`config.mk`:
```
export PLATFORM = sky130hd
export DESIGN_NAME = satswarm_host_ctrl
export DESIGN_NICKNAME = d
export VERILOG_FILES = /design/src/rtl/satswarm_host_ctrl.sv
export SDC_FILE = /design/constraint.sdc
export NUM_CORES = 1
export LEC_CHECK = 0
export ABC_AREA = 1
export BUFFER_PORTS_ARGS = -buffer_cell sky130_fd_sc_hd__buf_2
export CAP_MARGIN = 10
export CORE_ASPECT_RATIO = 0.6
export CORE_MARGIN = 2
export CORE_UTILIZATION = 45
export DETAILED_ROUTE_END_ITERATION = 10
export PLACE_DENSITY = 0.67
export SYNTH_ARGS = -nofsm -noshare
export SYNTH_HDL_FRONTEND = slang
export SYNTH_SLANG_ARGS = --single-unit
```
`constraint.sdc`:
```
create_clock -name clk -period 21 [get_ports clk]
set_input_delay 4.2 -clock clk [delete_from_list [all_inputs] [get_ports clk]]
set_output_delay 4.2 -clock clk [all_outputs]
set_load 0.02 [all_outputs]
```
`src/rtl/satswarm_host_ctrl.sv`:
```
// Host-side control for SatSwarm: CNF load buffer with masked broadcast, start/abort sequencing,
// run-cycle counter with timeout, and sticky first-winner result capture. Optional: SATSWARM_LOAD_STATS_EN.
module satswarm_host_ctrl #(
  parameter int NUM_CORES  = 4,
  parameter int LIT_W      = 32,
  parameter int FIFO_DEPTH = 4,
  parameter int CYC_W      = 48,
  parameter int WIN_W      = (NUM_CORES > 1) ? $clog2(NUM_CORES) : 1
) (
  input  logic                 clk,
  input  logic                 rst,
  input  logic                 host_start,
  input  logic                 host_abort,
  input  logic [CYC_W-1:0]     host_timeout_cycles,
  input  logic [NUM_CORES-1:0] core_enable_mask,
  input  logic                 host_load_valid,
  input  logic [LIT_W-1:0]     host_load_literal,
  input  logic                 host_load_clause_end,
  output logic                 host_load_ready,
  output logic                 core_load_valid,
  output logic [LIT_W-1:0]     core_load_literal,
  output logic                 core_load_clause_end,
  input  logic [NUM_CORES-1:0] core_load_ready,
  output logic [NUM_CORES-1:0] core_start,
  output logic [NUM_CORES-1:0] core_abort,
  input  logic [NUM_CORES-1:0] core_done,
  input  logic [NUM_CORES-1:0] core_sat,
  input  logic [NUM_CORES-1:0] core_unsat,
  output logic                 host_busy,
  output logic                 host_done,
  output logic                 host_sat,
  output logic                 host_unsat,
  output logic                 host_timeout,
  output logic                 host_conflict,
  output logic [WIN_W-1:0]     host_winner,
  output logic [CYC_W-1:0]     host_cycles,
  output logic [31:0]          host_lit_count,
  output logic [31:0]          host_clause_count
);

  localparam int PTR_W = $clog2(FIFO_DEPTH);
  localparam int CNT_W = PTR_W + 1;

  typedef enum logic [1:0] {ST_IDLE = 2'd0, ST_DRAIN = 2'd1, ST_RUN = 2'd2, ST_DONE = 2'd3} state_t;

  state_t                 state_r;
  logic                   pending_start_r;
  logic [LIT_W-1:0]       fifo_lit_r [FIFO_DEPTH];
  logic                   fifo_ce_r  [FIFO_DEPTH];
  logic [PTR_W-1:0]       wr_ptr_r, rd_ptr_r;
  logic [CNT_W-1:0]       count_r;
  logic                   push_s, pop_s, full_s, empty_s;
  logic [NUM_CORES-1:0]   core_start_r, core_abort_r;
  logic                   sat_r, unsat_r, timeout_r, conflict_r;
  logic [WIN_W-1:0]       winner_r;
  logic [CYC_W-1:0]       cycles_r;
  logic [NUM_CORES-1:0]   done_en_s, win_oh_s, other_s;
  logic [WIN_W-1:0]       win_idx_s;
  logic                   found_s, any_done_s, win_sat_s, win_unsat_s, conflict_s, timeout_hit_s;

  assign full_s          = (count_r == CNT_W'(FIFO_DEPTH));
  assign empty_s         = (count_r == {CNT_W{1'b0}});
  assign host_load_ready = !full_s && (state_r == ST_IDLE) && !pending_start_r;
  assign push_s          = host_load_valid && host_load_ready;
  // Disabled cores never hold back the broadcast.
  assign pop_s           = !empty_s && (&(core_load_ready | ~core_enable_mask));

  assign core_load_valid      = !empty_s;
  assign core_load_literal    = fifo_lit_r[rd_ptr_r];
  assign core_load_clause_end = fifo_ce_r[rd_ptr_r];

  // Load buffer storage, pointers and occupancy; abort flushes it.
  always_ff @(posedge clk or posedge rst) begin
    if (rst) begin
      wr_ptr_r <= '0;
      rd_ptr_r <= '0;
      count_r  <= '0;
      for (int i = 0; i < FIFO_DEPTH; i++) begin
        fifo_lit_r[i] <= '0;
        fifo_ce_r[i]  <= 1'b0;
      end
    end else if (host_abort) begin
      wr_ptr_r <= '0;
      rd_ptr_r <= '0;
      count_r  <= '0;
    end else begin
      if (push_s) begin
        fifo_lit_r[wr_ptr_r] <= host_load_literal;
        fifo_ce_r[wr_ptr_r]  <= host_load_clause_end;
        wr_ptr_r             <= wr_ptr_r + PTR_W'(1);
      end
      if (pop_s) begin
        rd_ptr_r <= rd_ptr_r + PTR_W'(1);
      end
      case ({push_s, pop_s})
        2'b10:   count_r <= count_r + CNT_W'(1);
        2'b01:   count_r <= count_r - CNT_W'(1);
        default: count_r <= count_r;
      endcase
    end
  end

  // Winner selection: lowest enabled done core, plus disagreement among the other finishers.
  always_comb begin
    done_en_s = core_done & core_enable_mask;
    win_idx_s = '0;
    win_oh_s  = '0;
    found_s   = 1'b0;
    for (int i = 0; i < NUM_CORES; i++) begin
      if (done_en_s[i] && !found_s) begin
        win_idx_s   = WIN_W'(i);
        win_oh_s[i] = 1'b1;
        found_s     = 1'b1;
      end else begin
        win_oh_s[i] = 1'b0;
      end
    end
    any_done_s    = |done_en_s;
    win_sat_s     = |(core_sat & win_oh_s);
    win_unsat_s   = |(core_unsat & win_oh_s);
    other_s       = done_en_s & ~win_oh_s;
    conflict_s    = (win_sat_s && (|(other_s & core_unsat))) ||
                    (win_unsat_s && (|(other_s & core_sat)));
    timeout_hit_s = (host_timeout_cycles != {CYC_W{1'b0}}) &&
                    (cycles_r == host_timeout_cycles - CYC_W'(1));
  end

  // Control FSM with registered start/abort pulses and sticky results.
  always_ff @(posedge clk or posedge rst) begin
    if (rst) begin
      state_r         <= ST_IDLE;
      pending_start_r <= 1'b0;
      core_start_r    <= '0;
      core_abort_r    <= '0;
      sat_r           <= 1'b0;
      unsat_r         <= 1'b0;
      timeout_r       <= 1'b0;
      conflict_r      <= 1'b0;
      winner_r        <= '0;
      cycles_r        <= '0;
    end else begin
      core_start_r <= '0;
      core_abort_r <= '0;
      if (host_abort) begin
        state_r         <= ST_IDLE;
        pending_start_r <= 1'b0;
        core_abort_r    <= core_enable_mask;
        sat_r           <= 1'b0;
        unsat_r         <= 1'b0;
        timeout_r       <= 1'b0;
        conflict_r      <= 1'b0;
        winner_r        <= '0;
        cycles_r        <= '0;
      end else begin
        case (state_r)
          ST_IDLE, ST_DRAIN, ST_DONE: begin
            if ((state_r == ST_DRAIN && empty_s) ||
                (state_r != ST_DRAIN && host_start && (empty_s || state_r == ST_DONE))) begin
              state_r         <= ST_RUN;
              pending_start_r <= 1'b0;
              core_start_r    <= core_enable_mask;
              cycles_r        <= '0;
              sat_r           <= 1'b0;
              unsat_r         <= 1'b0;
              timeout_r       <= 1'b0;
              conflict_r      <= 1'b0;
              winner_r        <= '0;
            end else if (state_r == ST_IDLE && host_start) begin
              state_r         <= ST_DRAIN;
              pending_start_r <= 1'b1;
            end else begin
              state_r <= state_r;
            end
          end
          ST_RUN: begin
            if (cycles_r != {CYC_W{1'b1}}) begin
              cycles_r <= cycles_r + CYC_W'(1);
            end else begin
              cycles_r <= cycles_r;
            end
            if (any_done_s) begin
              state_r      <= ST_DONE;
              winner_r     <= win_idx_s;
              sat_r        <= win_sat_s;
              unsat_r      <= win_unsat_s;
              conflict_r   <= conflict_s;
              timeout_r    <= 1'b0;
              core_abort_r <= core_enable_mask;
            end else if (timeout_hit_s) begin
              state_r      <= ST_DONE;
              timeout_r    <= 1'b1;
              sat_r        <= 1'b0;
              unsat_r      <= 1'b0;
              core_abort_r <= core_enable_mask;
            end else begin
              state_r <= ST_RUN;
            end
          end
          default: state_r <= ST_IDLE;
        endcase
      end
    end
  end

  assign core_start    = core_start_r;
  assign core_abort    = core_abort_r;
  assign host_busy     = (state_r == ST_RUN);
  assign host_done     = (state_r == ST_DONE);
  assign host_sat      = sat_r;
  assign host_unsat    = unsat_r;
  assign host_timeout  = timeout_r;
  assign host_conflict = conflict_r;
  assign host_winner   = winner_r;
  assign host_cycles   = cycles_r;

`ifdef SATSWARM_LOAD_STATS_EN
  logic [31:0] lit_cnt_r, cls_cnt_r;

  // Load statistics over accepted pushes; zero literals are clause padding and not counted.
  always_ff @(posedge clk or posedge rst) begin
    if (rst) begin
      lit_cnt_r <= 32'd0;
      cls_cnt_r <= 32'd0;
    end else if (host_abort) begin
      lit_cnt_r <= 32'd0;
      cls_cnt_r <= 32'd0;
    end else begin
      if (push_s && (host_load_literal != {LIT_W{1'b0}})) lit_cnt_r <= lit_cnt_r + 32'd1;
      if (push_s && host_load_clause_end) cls_cnt_r <= cls_cnt_r + 32'd1;
    end
  end

  assign host_lit_count    = lit_cnt_r;
  assign host_clause_count = cls_cnt_r;
`else
  assign host_lit_count    = 32'd0;
  assign host_clause_count = 32'd0;
`endif

endmodule

```
### Word-level counts from Yosys, hierarchy flattened

Cells that the tools add are included.

| storage, ports and cells | value |
|---|---|
| RAM bits | 0 |
| input bits | 106 |
| flip-flop bits (word level) | 204 |
| bits in latches | 0 |
| bits in read-only memories | 0 |
| memories | 0 |
| output and inout bits | 163 |

| cells by class | value |
|---|---|
| muxes and demuxes | 67 |
| div/mod/pow operators | 0 |
| $lt $le $gt $ge | 3 |
| multiply operators | 0 |
| bitwise operators | 12 |
| equality and inequality tests | 14 |
| reductions and logical operators | 44 |
| add/sub/neg operators | 6 |
| shift operators | 0 |

Operators by type and width:

| cell | count |
|---|---|
| $mux W48 | 3 |
| $bwmux W128 | 1 |
| $mux W32 | 3 |
| $pmux W48 S2 | 1 |
| $bmux W32 S2 | 1 |
| $demux W32 S2 | 1 |
| $add A48 B1 Y48 const B | 1 |
| $eq A48 B48 Y1 | 1 |
| $ne A48 B48 Y1 const B | 1 |
| $reduce_bool A48 Y1 | 1 |
| $sub A48 B1 Y48 const B | 1 |
| $mux W4 | 7 |
| $mux W1 | 27 |
| $and A4 B4 Y4 | 6 |
| $mux W2 | 12 |
| $reduce_or A4 Y1 | 5 |
| $logic_and A1 B1 Y1 | 15 |
| $reduce_and A2 Y1 | 5 |
| $not A4 Y4 | 2 |
| $pmux W1 S2 | 4 |
| $pmux W2 S2 | 2 |
| $eq A2 B2 Y1 const B | 3 |
| $ge A3 B3 Y1 const B | 2 |
| $logic_not A1 Y1 | 6 |
| other kinds (26) | 35 |

### Depth between registers and ports, before layout

Gate-level depths: netlist (run 1).

| logic depth | value |
|---|---|
| depth in word-level cells | 20 |
| gate-level depth with buffers | 18 |
| gate-level depth less buffers | 18 |

### Least setup slack after synthesis (run 1)

Ideal clock, no wire load.

| path | value |
|---|---|
| kind | input to register |
| start | in host_timeout_cycles[0] |
| end | reg core_abort_r[0], in the netlist core_abort[0] |
| setup time | 0.079 ns |
| stages | 16 |
| setup slack | 15.065 ns |
| buffers on the path | 1 |
| data arrival time | 5.857 ns |
| cells stage by stage | inv_1 > ha_1 > nand2_4 > nor2_8 > buf_6 > xnor2_1 > nor2_1 > nor2_1 > nand2_1 > nor2_1 > nand3_1 > nor2_1 > nand3_1 > nand2_1 > nand2_2 > a21oi_1 |

| between the ends | value |
|---|---|
| longest elaborated chain between the ends | 7 |
| elaborated cells on any way between the ends | 8 |
| classes of those cells | 1 x add/sub; 1 x eq/ne; 4 x mux; 2 x reduce/logical |

Ends and longest elaborated chain:

| what | line | RTL |
|---|---|---|
| from (decl) | 14 | `input logic [CYC_W-1:0] host_timeout_cycles,` |
| $sub A48 B1 Y48 | 125 | `(cycles_r == host_timeout_cycles - CYC_W'(1));` |
| $eq A48 B48 Y1 | 125 |  |
| $logic_and A1 B1 Y1 (*) | 124 | `timeout_hit_s = (host_timeout_cycles != {CYC_W{1'b0}}) &&` |
| $mux W4 (*) | 189 | `end else if (timeout_hit_s) begin` |
| $mux W4 (*) | 181 | `if (any_done_s) begin` |
| $mux W4 (*) | 155 | `case (state_r)` |
| $mux W4 (*) | 144 | `if (host_abort) begin` |
| to (signal assigned) | 147 | `core_abort_r <= core_enable_mask;` |
| to (signal assigned) | 188 | `core_abort_r <= core_enable_mask;` |
| to (signal assigned) | 194 | `core_abort_r <= core_enable_mask;` |
| to (decl) | 53 | `logic [NUM_CORES-1:0] core_start_r, core_abort_r;` |

Mark *: on every way between the ends. The rest lies on a longest branch, timed or not.
A chain may end at the register's enable or synchronous reset.

### Worst setup path after layout (run 1)

| path | value |
|---|---|
| start | in host_abort |
| end | reg cycles_r[32], in the netlist host_cycles[32] |

| between the ends | value |
|---|---|
| longest elaborated chain between the ends | 2 |
| elaborated cells on any way between the ends | 4 |
| classes of those cells | 2 x eq/ne; 1 x mux; 1 x reduce/logical |

Ends and longest elaborated chain:

| what | line | RTL |
|---|---|---|
| from (decl) | 13 | `input logic host_abort,` |
| $ne A3 B3 Y1 (no source line) / $ne A3 B2 Y1 (equally long branches) | n/a |  |
| $reduce_and A2 Y1 (no source line) | n/a |  |
| to (signal assigned) | 177 | `cycles_r <= cycles_r + CYC_W'(1);` |
| to (signal assigned) | 179 | `cycles_r <= cycles_r;` |
| to (decl) | 56 | `logic [CYC_W-1:0] cycles_r;` |

Parallel ways exist; a longest one is shown, timed or not.

==> flow_metrics.py, run 1 <==
metrics = {
    "cts": {
        "cts_buffers": 20,
        "cts-resized-gates": 0,
        "clkLatencyLatePin_ns": 0.51,
        "cts_sinks": 204,
        "clk_pin_slew_ns": 0.07,
        "h-tree-depth": 1,
        "cts_tree": "built",
        "cts_setup_buffers": 0,
        "cts_buffer_depth": 3,
        "cts-root-buf": "clkbuf_16",
        "cts_hold_buf": 0,
    },
    "synth": {
        "synthCells": 1812,
        "yosys.area_share.xor_xnor": 0.0530,
        "syn_area_per_cell_um2": 7.13,
        "synth_compound_area_frac": 0.139,
        "ys.flop_type": "dfrtp_1",
        "synth_mux_area_frac": 0,
        "synthArstFlopShare": 1.00,
        "synth_area_leader_cell": "dfrtp_1",
        "synth_warnings": 0,
        "ys_ff_latch": 204,
        "netlist_area_mm2": 0.0129,
        "ys_types": 47,
        "synth_area_leaders": "dfrtp_1 (40%), nand2_1 (13%), o21ai_0 (8.6%)",
        "synth-adder-area-share": 0.00833,
        "synth_simple_gate_area_share": 0.292,
        "synth_top_family_by_area": "simple AND/OR/NAND/NOR gates",
        "yosysSeqAreaShare": 0.395,
        "synth_top_area_frac": 0.395,
        "synth-edff-count": 0,
    },
    "min_path": {
        "hp-start": "fifo_ce_r[1]",
        "hp-class": "reg2reg",
    },
    "grt": {
        "grt_use_total": 0.275,
        "grt_overflow": 0,
        "antenna_found_initial": 0,
        "grt_start_max_net_pins": 138,
        "grt_pass1_vias": 11058,
        "grt_pass1_wl_um": 64400,
    },
    "worst_setup_path": {
        "path_cells": "buf_2 > buf_4 > nor2_2 > nand4_1 > nand2_2 > inv_2 > nand3b_1 > a21oi_1 > nor2b_1",
        "arrival_ns": 6.95,
        "crit_fanout": 40,
        "cpLargestDelayFamily": "simple AND/OR/NAND/NOR gates",
        "slowest_delay_ns": 0.64,
        "critPathLaunchType": "input port",
        "crit_type": "in2reg",
        "cp.required_ns": 21.40,
        "cp_slowest_cell": "nand2_2",
        "endpoint_kind": "register",
        "r2r_start": "host_cycles[0]",
        "cp_num_buf_inv": 3,
        "crit_start": "host_abort",
    },
    "place": {
        "gp_congestion": 1.05,
        "io_buffers": 204,
        "place_ws_ns": 14.09,
        "dp.cells": 2319,
        "dpl.hpwl_um": 30900,
    },
    "route": {
        "drt_iter0_drc": 1330,
        "drc": 0,
        "first_pass_iters": 5,
        "num_vias": 12574,
        "wire_per_inst_um": 17.9,
        "drt-total-wl_um": 42000,
        "postRouteAntennaNets": 0,
        "viasPerCell": 5.34,
    },
    "sta": {
        "finalSetupTns_ns": 0,
        "fin_worst_skew_ns": 0.0174,
        "post-route-period-util": 0.312,
        "relSlewSlack": 0.219,
        "hold_viol_final": 0,
        "period_minus_slack_ns": 6.55,
        "worst_pin_slew_ns": 1.17,
        "grt_setup_unrepaired": "no",
        "setup_slack_ns": 14.45,
        "setup_viol": 0,
        "drv_slew": 0,
        "hold_slack_ns": 0.479,
        "fmax_mhz": 153,
    },
    "die": {
        "rows": 47,
        "start_util": 0.464,
        "dieArea_mm2": 0.0301,
        "die_h_um": 135,
        "core-area_mm2": 0.0279,
        "ioPinCount": 269,
        "fp.dieW_um": 223,
    },
    "layout": {
        "syn_to_final_growth_pct": 13.1,
        "final_cells": 2354,
        "final_util": 0.524,
        "fin_nets": 2088,
        "drive_gt1_frac": 0.147,
    },
    "status": {
        "status": "finished, final reports clean",
    },
    "pwr": {
        "vdd_drop_max_mv": 0.0484,
        "p_per_area_mw_per_mm2": 92.1,
        "power.leakage_nw": 7.15,
    },
    "flow_run": {
        "cap_violations": 0,
    },
}
==> state kept, by name, summed over array words and instances (netlist names), 2 cells and up <==
register and cells:
count_r 3, core_abort 4, fifo_ce_r 4, state_r 2, rd_ptr_r 2, core_start 4
host_winner 2, fifo_lit_r 128, host_cycles 48, wr_ptr_r 2
==> path summary, 6_finish.rpt <==
kind	end	slack [ns]	depth (start not counted)
setup / recovery	host_cycles[32]	14.45	9
hold / removal	fifo_ce_r[1]	0.48	2
setup reg to reg	host_cycles[32]	17.16	13
hold reg to reg	fifo_ce_r[1]	0.48	2
max in group asynchronous	host_cycles[41]	15.62	3
min in group asynchronous	fifo_lit_r[121]	3.84	2
==> cell usage after synthesis (all sizes together) (2+ instances only) <==
| cell | n |
|---|---|
| nand2 | 472 |
| nor2 | 261 |
| o21ai | 226 |
| dfrtp | 204 |
| inv | 171 |
| buf | 82 |
| nand3 | 81 |
| xor2 | 59 |
| clkbuf | 56 |
| nor3 | 36 |
| o22ai | 35 |
| a21oi | 19 |
| nand4 | 16 |
| xnor2 | 14 |
| o41ai | 12 |
| nor4 | 11 |
| nand3b | 10 |
| o32ai | 9 |
| ha | 7 |
| o31ai | 7 |
| a31oi | 6 |
| o21bai | 4 |
| a22o | 2 |
| and2 | 2 |
| xnor3 | 2 |
==> layout by cell type (no fill, tap or decap), drive strengths merged, types with 2 or more instances in the layout <==
cell type and n:
buf 215, o32ai 9, nand3 81, a31oi 6
nand3b 10, o21bai 4, o31ai 7, and2 2
nor4 11, bufinv 2, nand2 472, o21ai 226
xnor2 14, nor3 36, o41ai 12, xor2 59
a21oi 19, o22ai 35, clkbuf 31, clkinv 2
xnor3 2, nand4 16, nor2 261, inv 171
a22o 2, ha 7, conb 64, dfrtp 204
==> where the power goes <==
group / switching (W) / internal, W
sequential: 0.0000501 / 0.000488
combinational: 0.000297 / 0.000134
clock: 0.000153 / 0.000225
==> layer usage <==
layer,vias up,share of wire,wire length (µm),GRT usage
met2,629,0.37,15500,0.347
met3,34,0.13,5590,0.113
met4,0,0.0092,388,0.0350
met1,5835,0.49,20500,0.435
met5,-,0,0,0
li1,6076,-,-,-
==> cells by family after synthesis <==
group / after synthesis
compound gates: 324
xor+xnor: 75
fa+ha+maj: 8
buf+inv: 310
flops: 204
other cells: 1
simple gates: 890
==> worst register-to-register path, cell delays in order (launching register included) <==
cell	delay (ns)
dfrtp_1	0.46
ha_1	0.36
inv_1	0.16
nor3_4	0.29
nand2_2	0.14
inv_2	0.11
nand4_2	0.17
nor3_2	0.23
nand4_1	0.22
nand2_2	0.64
inv_2	0.50
nand3b_1	0.24
a21oi_1	0.08
nor2b_1	0.14
==> through the flow <==
stage	cell area, µm²	power (W)
floorplan	13200	0.000845
global placement	13900	0.000965
detailed placement	13900	0.000972
CTS	14600	0.00135
global route	14600	0.00144
finish	14600	0.00135
==> final cells by class <==
class / instances / area [µm²]
diodes: 1 / 2.50
clock buffers: 31 / 613
clock inverters: 3 / 65.1
fillers: 2798 / 13300
inverters: 172 / 653
multi-input cells: 1361 / 6620
flip-flops and latches: 204 / 5110
well taps: 367 / 459
repair buffers: 215 / 1100
Power figures use the tool's default switching activity.
==> run 2, diff against run 1 <==
- PLACE_DENSITY: 0.67 -> 0.69
- clock period: 21 -> 5.4 ns (I/O delays scaled with it)
==> run 2 against run 1 <==
  * Worst hold slack barely moved
  * First-iteration DRC count up 14%
  * Sequential power rose to 3.9 times the previous value
  * Cell area rose by 0.39%
  * Core utilization increased by 0.20 points
  * Register-to-register slack worse by 15 ns
  * Clock-buffer cell count down 2
  * Critical endpoint unchanged
  * Highest routed layer unchanged
==> flow_metrics.py, run 2 (synthesis gave the netlist of run 1 again) <==
metrics = {
    "status": {
        "status": "finished, final reports clean",
    },
    "place": {
        "gp_congestion": 1.02,
        "io_buffers": 204,
        "dpl.hpwl_um": 31400,
    },
    "pwr": {
        "p_switching_w": 0.00198,
        "p_comb_frac": 0.317,
        "p_int_w": 0.00330,
        "vdd_drop_max_mv": 0.260,
        "seqPwrFrac": 0.399,
        "p_per_area_mw_per_mm2": 359,
        "clkPwrFrac": 0.284,
        "swShare": 0.375,
        "power.leakage_nw": 7.17,
    },
    "worst_setup_path": {
        "crit_fanout": 39,
        "endpoint_kind": "register",
        "timing.rr.end": "host_cycles[32]",
        "crit_type": "reg2reg",
        "cp.required_ns": 5.81,
        "rrSetupSlack_ns": 1.75,
        "crit_end": "host_cycles[32]",
        "crit_start": "host_cycles[1]",
        "critPathLaunchType": "register",
        "r2r_start": "host_cycles[1]",
        "arrival_ns": 4.06,
        "r2r_cells": 13,
    },
    "flow_run": {
        "cap_violations": 0,
    },
    "cts": {
        "cts-resized-gates": 0,
        "cts_sinks": 204,
        "clk_pin_slew_ns": 0.07,
        "cts_hold_buf": 0,
        "cts_setup_buffers": 0,
        "cts-root-buf": "clkbuf_16",
        "h-tree-depth": 1,
        "cts_buffers": 21,
        "clkLatencyLatePin_ns": 0.51,
        "cts_tree": "built",
        "cts_buffer_depth": 3,
    },
    "route": {
        "drt-total-wl_um": 42100,
        "viasPerCell": 5.32,
        "drt_iter0_drc": 1519,
        "wire_per_inst_um": 17.8,
        "postRouteAntennaNets": 0,
        "num_vias": 12549,
        "first_pass_iters": 6,
        "drc": 0,
    },
    "die": {
        "ioPinCount": 269,
        "dieArea_mm2": 0.0301,
        "die_h_um": 135,
        "core-area_mm2": 0.0279,
        "start_util": 0.464,
        "fp.dieW_um": 223,
        "rows": 47,
    },
    "layout": {
        "antenna_cells": 0,
        "syn_to_final_growth_pct": 13.6,
        "final_common_cell": "nand2_1",
        "top_register": "fifo_lit_r",
        "largest_reg_flops": 128,
        "layout_common_cells": "nand2_1 (458), nor2_1 (239), o21ai_0 (221), buf_2 (204), dfrtp_1 (203)",
        "drive_gt1_frac": 0.150,
        "fin_nets": 2090,
    },
    "sta": {
        "hold_viol_final": 0,
        "worst_pin_slew_ns": 1.07,
        "finalSetupTns_ns": 0,
        "hold_slack_ns": 0.479,
        "grt_setup_unrepaired": "no",
        "fin_worst_skew_ns": 0.0276,
        "setup_viol": 0,
        "post-route-period-util": 0.675,
        "drv_slew": 0,
        "relSlewSlack": 0.284,
        "fmax_mhz": 274,
        "period_minus_slack_ns": 3.65,
    },
    "grt": {
        "grt_use_total": 0.278,
        "antenna_found_initial": 0,
        "grt_pass1_wl_um": 65300,
        "grt_pass1_vias": 11154,
        "grt_overflow": 0,
        "grt_start_max_net_pins": 99,
    },
    "min_path": {
        "hp-class": "reg2reg",
    },
}
[run 2: cell types whose count changed in the layout (fill, tap and decap cells not counted)]
| cell | previous run | this run |
|---|---|---|
| clkinv_8 | 0 | 1 |
| clkbuf_1 | 5 | 4 |
| clkinvlp_4 | 0 | 2 |
| buf_4 | 11 | 10 |
| diode_2 | 1 | 0 |
| inv_8 | 1 | 0 |
| clkbuf_8 | 5 | 4 |
| buf_12 | 0 | 2 |
| clkinv_2 | 1 | 4 |
| inv_6 | 0 | 1 |
[run 2: how the worst min path moves through the flow]
stage	slack [ns]	cells after the start	start	endpoint
floorplan	0.45	2	fifo_ce_r[1]	fifo_ce_r[1]
global placement	0.46	2	host_winner[1]	host_winner[1]
detailed placement	0.47	2	fifo_lit_r[40]	fifo_lit_r[40]
CTS	0.48	2	fifo_lit_r[40]	fifo_lit_r[40]
global route	0.50	2	host_winner[1]	host_winner[1]
finish	0.48	2	fifo_lit_r[57]	fifo_lit_r[57]
[run 2: power by group through the flow]
| stage | clock network, W | registers, W | logic (W) |
|---|---|---|---|
| floorplan | 0 | 0.00209 | 0.00120 |
| global placement | 0 | 0.00211 | 0.00164 |
| detailed placement | 0 | 0.00212 | 0.00167 |
| CTS | 0.00154 | 0.00210 | 0.00168 |
| global route | 0.00162 | 0.00215 | 0.00187 |
| finish | 0.00150 | 0.00210 | 0.00167 |
[run 2: layer usage]
metal	vias to the layer above	track usage	share of wire	wire, µm
met5	-	0	0	0
met4	0	0.0354	0.0096	402
met3	37	0.0837	0.11	4700
met2	569	0.351	0.37	15700
met1	5871	0.460	0.51	21300
li1	6072	-	-	-
[run 2: cell type report]
| class | count | area [µm²] |
|---|---|---|
| timing repair buffer | 216 | 1140 |
| clock inverter | 9 | 113 |
| multi-input combinational | 1361 | 6620 |
| inverter | 172 | 649 |
| clock buffer | 29 | 596 |
| tap | 367 | 459 |
| sequential | 204 | 5110 |
| fill | 2728 | 13200 |
[run 2: stage by stage]
step           total power, W  worst slack (ns)  instance area (µm²)  std cells  utilization
3_3_place_gp          0.00375              1.73                14000       2320        0.501
6_report              0.00527              1.75                14700       2358        0.526
4_1_cts               0.00531              1.85                14700       2358        0.526
3_5_place_dp          0.00379              1.64                14000       2320        0.501
5_1_grt               0.00563              1.46                14700       2358        0.526
2_1_floorplan         0.00329              1.68                13200       1875            -
[run 2: worst max-delay path, stage by stage (launching register included)]
cell and delay [ns]:
dfrtp_1 0.47, ha_1 0.32, inv_1 0.15, nor3_4 0.28
nand2_2 0.14, inv_2 0.11, nand4_2 0.17, nor3_2 0.23
nand4_1 0.18, nand2_2 0.58, inv_2 0.45, nand3b_1 0.22
a21oi_1 0.08, nor2b_1 0.12
